`src/rtl/y86_pipe_reg_if.sv`:
```
// Control and payload bundle between the hazard unit / upstream stage and a y86_pipe_reg instance.
// master drives payload and control; slave is the pipeline register itself.
interface y86_pipe_reg_if #(
    parameter int WIDTH = 144
);
    logic [WIDTH-1:0] in_data;
    logic             in_valid;
    logic             stall;
    logic             bubble;
    logic             flush;
    logic             perf_clr;
    logic [WIDTH-1:0] out_data;
    logic             out_valid;
    logic             ctl_err;
    logic [31:0]      stall_cnt;
    logic [31:0]      bubble_cnt;

    modport master (
        output in_data, in_valid, stall, bubble, flush, perf_clr,
        input  out_data, out_valid, ctl_err, stall_cnt, bubble_cnt
    );

    modport slave (
        input  in_data, in_valid, stall, bubble, flush, perf_clr,
        output out_data, out_valid, ctl_err, stall_cnt, bubble_cnt
    );
endinterface

```
`src/rtl/y86_pipe_reg.sv`:
```
// Generic Y86-64 pipeline register: DEPTH stages of payload+valid with normal/stall/bubble/flush control.
// Latency DEPTH cycles; stall holds every stage (no data lost), flush overrides stall and bubble.
// Optional perf counters (stall/bubble cycles, saturating) built only when Y86_PIPE_REG_PERF_EN is defined.
module y86_pipe_reg #(
    parameter int               WIDTH       = 144,
    parameter int               DEPTH       = 1,
    parameter logic [WIDTH-1:0] BUBBLE_WORD = 144'h22_00000000000000000000000000000000_FF
) (
    input  logic           clk,
    input  logic           rst_n,
    y86_pipe_reg_if.slave  bus
);

    logic [WIDTH-1:0] data_q [DEPTH];
    logic [WIDTH-1:0] data_d [DEPTH];
    logic [DEPTH-1:0] vld_q;
    logic [DEPTH-1:0] vld_d;
    logic             ctl_err_q;
    logic             ctl_err_d;

    always_comb begin
        data_d    = data_q;
        vld_d     = vld_q;
        ctl_err_d = ctl_err_q;
        if (bus.flush) begin
            for (int i = 0; i < DEPTH; i++) begin
                data_d[i] = BUBBLE_WORD;
            end
            vld_d = '0;
        end else if (bus.stall) begin
            // Stall wins over a simultaneous bubble; the conflict is latched for debug.
            if (bus.bubble) begin
                ctl_err_d = 1'b1;
            end
        end else begin
            for (int i = 1; i < DEPTH; i++) begin
                data_d[i] = data_q[i-1];
                vld_d[i]  = vld_q[i-1];
            end
            if (bus.bubble) begin
                data_d[0] = BUBBLE_WORD;
                vld_d[0]  = 1'b0;
            end else begin
                data_d[0] = bus.in_data;
                vld_d[0]  = bus.in_valid;
            end
        end
    end

    always_ff @(posedge clk or negedge rst_n) begin
        if (!rst_n) begin
            for (int i = 0; i < DEPTH; i++) begin
                data_q[i] <= BUBBLE_WORD;
            end
            vld_q     <= '0;
            ctl_err_q <= 1'b0;
        end else begin
            data_q    <= data_d;
            vld_q     <= vld_d;
            ctl_err_q <= ctl_err_d;
        end
    end

    assign bus.out_data  = data_q[DEPTH-1];
    assign bus.out_valid = vld_q[DEPTH-1];
    assign bus.ctl_err   = ctl_err_q;

`ifdef Y86_PIPE_REG_PERF_EN
    logic [31:0] stall_cnt_q;
    logic [31:0] stall_cnt_d;
    logic [31:0] bubble_cnt_q;
    logic [31:0] bubble_cnt_d;
    logic        stall_inc;
    logic        bubble_inc;

    assign stall_inc  = bus.stall & ~bus.flush;
    assign bubble_inc = bus.bubble & ~bus.stall & ~bus.flush;

    // Clear beats increment; both counters stick at all-ones instead of wrapping.
    always_comb begin
        stall_cnt_d  = stall_cnt_q;
        bubble_cnt_d = bubble_cnt_q;
        if (bus.perf_clr) begin
            stall_cnt_d  = '0;
            bubble_cnt_d = '0;
        end else begin
            if (stall_inc && (stall_cnt_q != 32'hFFFF_FFFF)) begin
                stall_cnt_d = stall_cnt_q + 32'd1;
            end
            if (bubble_inc && (bubble_cnt_q != 32'hFFFF_FFFF)) begin
                bubble_cnt_d = bubble_cnt_q + 32'd1;
            end
        end
    end

    always_ff @(posedge clk or negedge rst_n) begin
        if (!rst_n) begin
            stall_cnt_q  <= '0;
            bubble_cnt_q <= '0;
        end else begin
            stall_cnt_q  <= stall_cnt_d;
            bubble_cnt_q <= bubble_cnt_d;
        end
    end

    assign bus.stall_cnt  = stall_cnt_q;
    assign bus.bubble_cnt = bubble_cnt_q;
`else
    logic unused_perf_clr;

    assign unused_perf_clr = bus.perf_clr;
    assign bus.stall_cnt   = '0;
    assign bus.bubble_cnt  = '0;
`endif

endmodule

```
`src/flat_wrapper.sv`:
```
// flat-port wrapper written by rule: the top's interface ports become plain ports
module y86_pipe_reg_flat 
#(
    parameter int               WIDTH       = 144,
    parameter int               DEPTH       = 1,
    parameter logic [WIDTH-1:0] BUBBLE_WORD = 144'h22_00000000000000000000000000000000_FF
)
  (clk, rst_n, bus_in_data, bus_in_valid, bus_stall, bus_bubble, bus_flush, bus_perf_clr, bus_out_data, bus_out_valid, bus_ctl_err, bus_stall_cnt, bus_bubble_cnt);
  y86_pipe_reg_if #(.WIDTH(WIDTH)) bus_i ();
  input  logic clk;
  input  logic rst_n;
  input wire logic [$bits(bus_i.in_data)-1:0] bus_in_data;
  input wire logic [$bits(bus_i.in_valid)-1:0] bus_in_valid;
  input wire logic [$bits(bus_i.stall)-1:0] bus_stall;
  input wire logic [$bits(bus_i.bubble)-1:0] bus_bubble;
  input wire logic [$bits(bus_i.flush)-1:0] bus_flush;
  input wire logic [$bits(bus_i.perf_clr)-1:0] bus_perf_clr;
  output wire logic [$bits(bus_i.out_data)-1:0] bus_out_data;
  output wire logic [$bits(bus_i.out_valid)-1:0] bus_out_valid;
  output wire logic [$bits(bus_i.ctl_err)-1:0] bus_ctl_err;
  output wire logic [$bits(bus_i.stall_cnt)-1:0] bus_stall_cnt;
  output wire logic [$bits(bus_i.bubble_cnt)-1:0] bus_bubble_cnt;
  assign bus_i.in_data = bus_in_data;
  assign bus_i.in_valid = bus_in_valid;
  assign bus_i.stall = bus_stall;
  assign bus_i.bubble = bus_bubble;
  assign bus_i.flush = bus_flush;
  assign bus_i.perf_clr = bus_perf_clr;
  assign bus_out_data = bus_i.out_data;
  assign bus_out_valid = bus_i.out_valid;
  assign bus_ctl_err = bus_i.ctl_err;
  assign bus_stall_cnt = bus_i.stall_cnt;
  assign bus_bubble_cnt = bus_i.bubble_cnt;
  y86_pipe_reg #(.WIDTH(WIDTH), .DEPTH(DEPTH), .BUBBLE_WORD(BUBBLE_WORD)) u_core (.clk(clk), .rst_n(rst_n), .bus(bus_i));
endmodule
```
`config.mk`:
```
export PLATFORM = sky130hd
export DESIGN_NAME = y86_pipe_reg_flat
export DESIGN_NICKNAME = d
export VERILOG_FILES = /design/src/rtl/y86_pipe_reg_if.sv /design/src/rtl/y86_pipe_reg.sv /design/src/flat_wrapper.sv
export SDC_FILE = /design/constraint.sdc
export NUM_CORES = 1
export LEC_CHECK = 0
export BUFFER_PORTS_ARGS = -buffer_cell sky130_fd_sc_hd__buf_2
export CAP_MARGIN = 20
export CORE_AREA = 2 2 141 143
export CTS_BUF_LIST = sky130_fd_sc_hd__clkbuf_16
export DETAILED_ROUTE_END_ITERATION = 8
export DIE_AREA = 0 0 143 145
export SYNTH_ARGS = -nofsm -noshare
export SYNTH_HDL_FRONTEND = slang
export SYNTH_SLANG_ARGS = --single-unit
export TNS_END_PERCENT = 20
```
`constraint.sdc`:
```
create_clock -name clk -period 1.4 [get_ports clk]
set_input_delay 0.35 -clock clk [delete_from_list [all_inputs] [get_ports clk]]
set_output_delay 0.35 -clock clk [all_outputs]
set_load 0.005 [all_outputs]
```
After elaboration in Yosys (flattened, before gate mapping)
Index checks and enable logic that the tools add are counted.
{"block": "totals", "regBits": 146, "input_bits": 151, "output_inout_bits": 210, "wordCells": 12}
{"block": "op_classes", "eq_ne": 1, "mux": 6, "bitwise_logic": 1, "reduce_logical": 1}
{"cell": "144-bit two-way mux", "count": 3}
{"cell": "1-bit two-way mux", "count": 3}
{"cell": "3-bit AND reduction", "count": 1}
{"cell": "2-bit by 1-bit != test with 1-bit output, second input constant", "count": 1}
{"cell": "1-bit NOT", "count": 1}

Depth between registers and ports, before layout
{"block": "depth", "depth_word": 3, "mapped_depth": 5, "depth_no_buf": 2}

Worst setup path before layout
Ideal clock, no wire load.
{"block": "synth_path", "kind": "in2reg", "start": "in bus_stall", "end": "reg u_core.data_q, in the netlist u_core.bus.out_data[100]", "setup_ns": 0.122, "arrival_ns": 1.031, "t_required_ns": 1.278, "path_slack_ns": 0.247, "stages": 5, "n_path_buf": 3, "cell_sequence": "nor2b_1 > buf_6 > buf_6 > buf_6 > a32o_1"}
{"block": "synth_between", "elab_chain_cells": 1}
{"item": "from (decl)", "line_no": "flat_wrapper.sv:14", "source": "input wire logic [$bits(bus_i.stall)-1:0] bus_stall;"}
{"item": "2-bit by 1-bit != test with 1-bit output (no line)"}
{"item": "to (signal assigned)", "line_no": "y86_pipe_reg.sv:58", "source": "data_q <= data_d;"}
{"item": "to (decl)", "line_no": "y86_pipe_reg.sv:14", "source": "logic [WIDTH-1:0] data_q [DEPTH];"}
No other way between the ends.
A chain may end at the register's enable or synchronous reset.

Worst setup path after layout
{"block": "layout_path", "start": "reg u_core.data_q, in the netlist u_core.bus.out_data[3]", "end": "out bus_out_data[3]"}
{"item": "to (decl)", "line_no": "flat_wrapper.sv:18", "source": "output wire logic [$bits(bus_i.out_data)-1:0] bus_out_data;"}
No word-level cell between the ends.

==> impl_metrics.py <==
metrics = {
    "status": {
        "status": "finished clean",
    },
    "pwr": {
        "p_leak_nw": 4.27,
        "peakVddDrop_uv": 739,
        "p_per_area_nw_per_um2": 1210,
        "p_total_mw": 9.97,
    },
    "layout": {
        "post-route-util_pct": 42.9,
        "syn2layout_area_growth_pct": 39.5,
        "fillCellCount": 1837,
        "nets": 852,
        "final_cells": 979,
        "design_area_um2": 8240,
        "drive_gt1_share_pct": 50.8,
        "diodes": 0,
    },
    "setup_path": {
        "cp.arrival_ns": 1.05,
        "crit_chain": "buf_2",
        "ff2ff_setup_slack_ns": 0.67,
        "endpoint_kind": "output port",
        "crit_required_ns": 1.05,
        "crit_buf_inv": 1,
        "path_class": "reg -> out",
        "cp_num_cells": 1,
        "cp_slowest_cell": "dfstp_2",
        "r2r-start": "u_core.bus.out_data[37]",
        "cpLargestDelayFamily": "flip-flops",
        "reg2reg_depth": 1,
        "start_kind": "register",
        "crit_path_max_fanout": 2,
        "critical-path-max-stage-delay_ns": 0.53,
        "reg2reg_to": "u_core.bus.out_data[37]",
    },
    "synthesis": {
        "ys_seq_area_share_pct": 62.1,
        "synth_compound_gate_area_share_pct": 24.7,
        "ys.warnings.count": 0,
        "synth_top_family_by_area": "compound AO/OA/AOI/OAI gates",
        "synthAdderAreaFrac_pct": 0,
        "synth.distinct_cells": 17,
        "ys_seq_elements": 146,
        "syn_area_um2": 5900,
        "synth-simple-area-share_pct": 0.572,
        "netlist_instances": 409,
        "syn_area_per_cell_um2": 14.4,
        "synthMuxAreaShare_pct": 0,
        "synth_xor_area_share_pct": 0,
    },
    "sta": {
        "period_needed_ns": 1.40,
        "fmax_ghz": 0.715,
        "finalSetupTns_ns": 0,
        "final-hold-violation-count": 0,
        "clock_skew_ns": 0,
        "min_period_over_period_pct": 99.8,
        "hold_ws_ns": 0.173,
        "drv_slew": 0,
        "fin_ws_ns": 0.00218,
        "rsz0062_at_grt": "yes",
        "final-setup-viol-count": 0,
    },
    "clock_network": {
        "worstSkewPairLatency_ns": 0.41,
        "cts_buffers": 17,
        "cts_max_level": 4,
        "clk_path_buf_depth": 2,
        "root_buffer": "clkbuf_16",
        "cts.sink_count": 146,
        "cts.clk_slew.worst_paths_ns": 0.07,
        "cts_tree": "done",
    },
    "worst_hold_path": {
        "min_from": "bus_in_data[44]",
        "min_delay_worst_endpoint": "u_core.bus.out_data[44]",
        "holdCritPathClass": "in -> reg",
        "whs_path_depth": 2,
    },
    "route": {
        "drtIter0Drc": 318,
        "wl_met1_mm": 6.52,
        "top_layer": "met5",
        "drc": 0,
        "vias": 4685,
        "detail-route-antenna-nets": 0,
        "vias_per_cell": 4.79,
        "first_pass_iters": 4,
        "route.met2.wl_mm": 7.73,
        "avgRoutedWirePerCell_um": 16.4,
        "wl_met3_mm": 1.64,
        "totalWireLength_mm": 16.1,
    },
    "place": {
        "gp_congestion": 0.745,
        "placed_area_um2": 7620,
        "dp_slack_ns": 0.107,
        "dp_hpwl_mm": 11.4,
        "numPortBuffers": 295,
        "place_inst": 946,
    },
    "global_route": {
        "grt-ovfl-total": 0,
        "first_global_vias": 4745,
        "grtUsageTotal_pct": 15.6,
        "grt_pass1_wl_mm": 25.8,
        "grt_start_max_net_pins": 65,
        "antenna_found_initial": 2,
    },
    "die": {
        "dieArea_um2": 20700,
        "initial_utilization_pct": 30.7,
        "fp-row-count": 51,
        "core_um2": 19200,
        "io_pins": 361,
        "die_width_um": 143,
        "die_h_um": 145,
    },
    "flow_run": {
        "cap_violations": 0,
    },
}
[cell type report]
| cell class | instances | area [µm²] | area share, % |
|---|---|---|---|
| flip-flops and latches | 146 | 3670 | 44.5 |
| multi-input cells | 215 | 1740 | 21.1 |
| inverters | 1 | 6.26 | 0.0760 |
| clock buffers | 17 | 425 | 5.17 |
| clock inverters | 15 | 149 | 1.81 |
| repair buffers | 320 | 1920 | 23.3 |
| well taps | 265 | 332 | 4.03 |
[per-layer routing]
layer,global-route usage [%],vias to the layer above
li1,-,2095
met1,19.0,2315
met2,24.8,257
met3,6.90,14
met4,4.75,4
met5,0,-
[layout by cell type (no fill, tap or decap), types with 4 or more instances in the layout]
cell type / n
buf_2: 289
dfrtp_1: 136
a32o_1: 135
conb_1: 64
clkbuf_16: 17
buf_12: 17
o32a_1: 10
dfstp_2: 10
buf_4: 7
buf_6: 6
inv_6: 4
[how the worst max path moves through the flow]
| stage | startpoint | end | slack (ns) |
|---|---|---|---|
| after floorplan | bus_stall | u_core.bus.out_data[100] | 0.25 |
| after global placement | bus_flush | u_core.bus.out_data[3] | 0.12 |
| after detailed placement | bus_flush | u_core.bus.out_data[91] | 0.11 |
| after CTS | u_core.bus.out_data[3] | bus_out_data[3] | -0.02 |
| after global routing | u_core.bus.out_data[3] | bus_out_data[3] | -0.05 |
| final | u_core.bus.out_data[3] | bus_out_data[3] | 0.002 |
[where the power goes]
| group | internal [mW] | leakage [nW] | switching, mW |
|---|---|---|---|
| Sequential | 4.38 | 1.96 | 0.0780 |
| Combinational | 0.503 | 2.04 | 0.542 |
| Clock | 2.50 | 0.278 | 1.96 |
[cells in the mapped netlist (all sizes together)]
cell type | instances | share of area, %
a32o | 135 | 23
nor2 | 1 | 0.19
o32a | 10 | 1.7
o21bai | 1 | 0.13
clkbuf | 9 | 0.57
or2 | 1 | 0.11
nand2b | 1 | 0.11
inv | 1 | 0.064
nand2 | 1 | 0.064
buf | 101 | 12
dfrtp | 136 | 58
conb | 1 | 0.064
nor2b | 1 | 0.11
dfstp | 10 | 4.5
[kinds of logic after synthesis]
logic type             count (synthesis)
AND/OR/NAND/NOR                        5
buffers and inverters                111
flip-flops                           146
other                                  1
AO/OA/AOI/OAI                        146
[registers in the layout, summed over array words and instances (netlist names)]
| signal | flops |
|---|---|
| u_core.bus.out_valid | 1 |
| u_core.bus.ctl_err | 1 |
| u_core.bus.out_data | 144 |
[what timing repair did]
item,CTS,global route
gates resized for setup,4,1
setup buffers,0,0
hold buffers,1,0
endpoints found under the setup margin,10,10
cloned,0,0
endpoints found under the hold margin,13,0
Note: power is estimated with default switching activity, not from simulation.
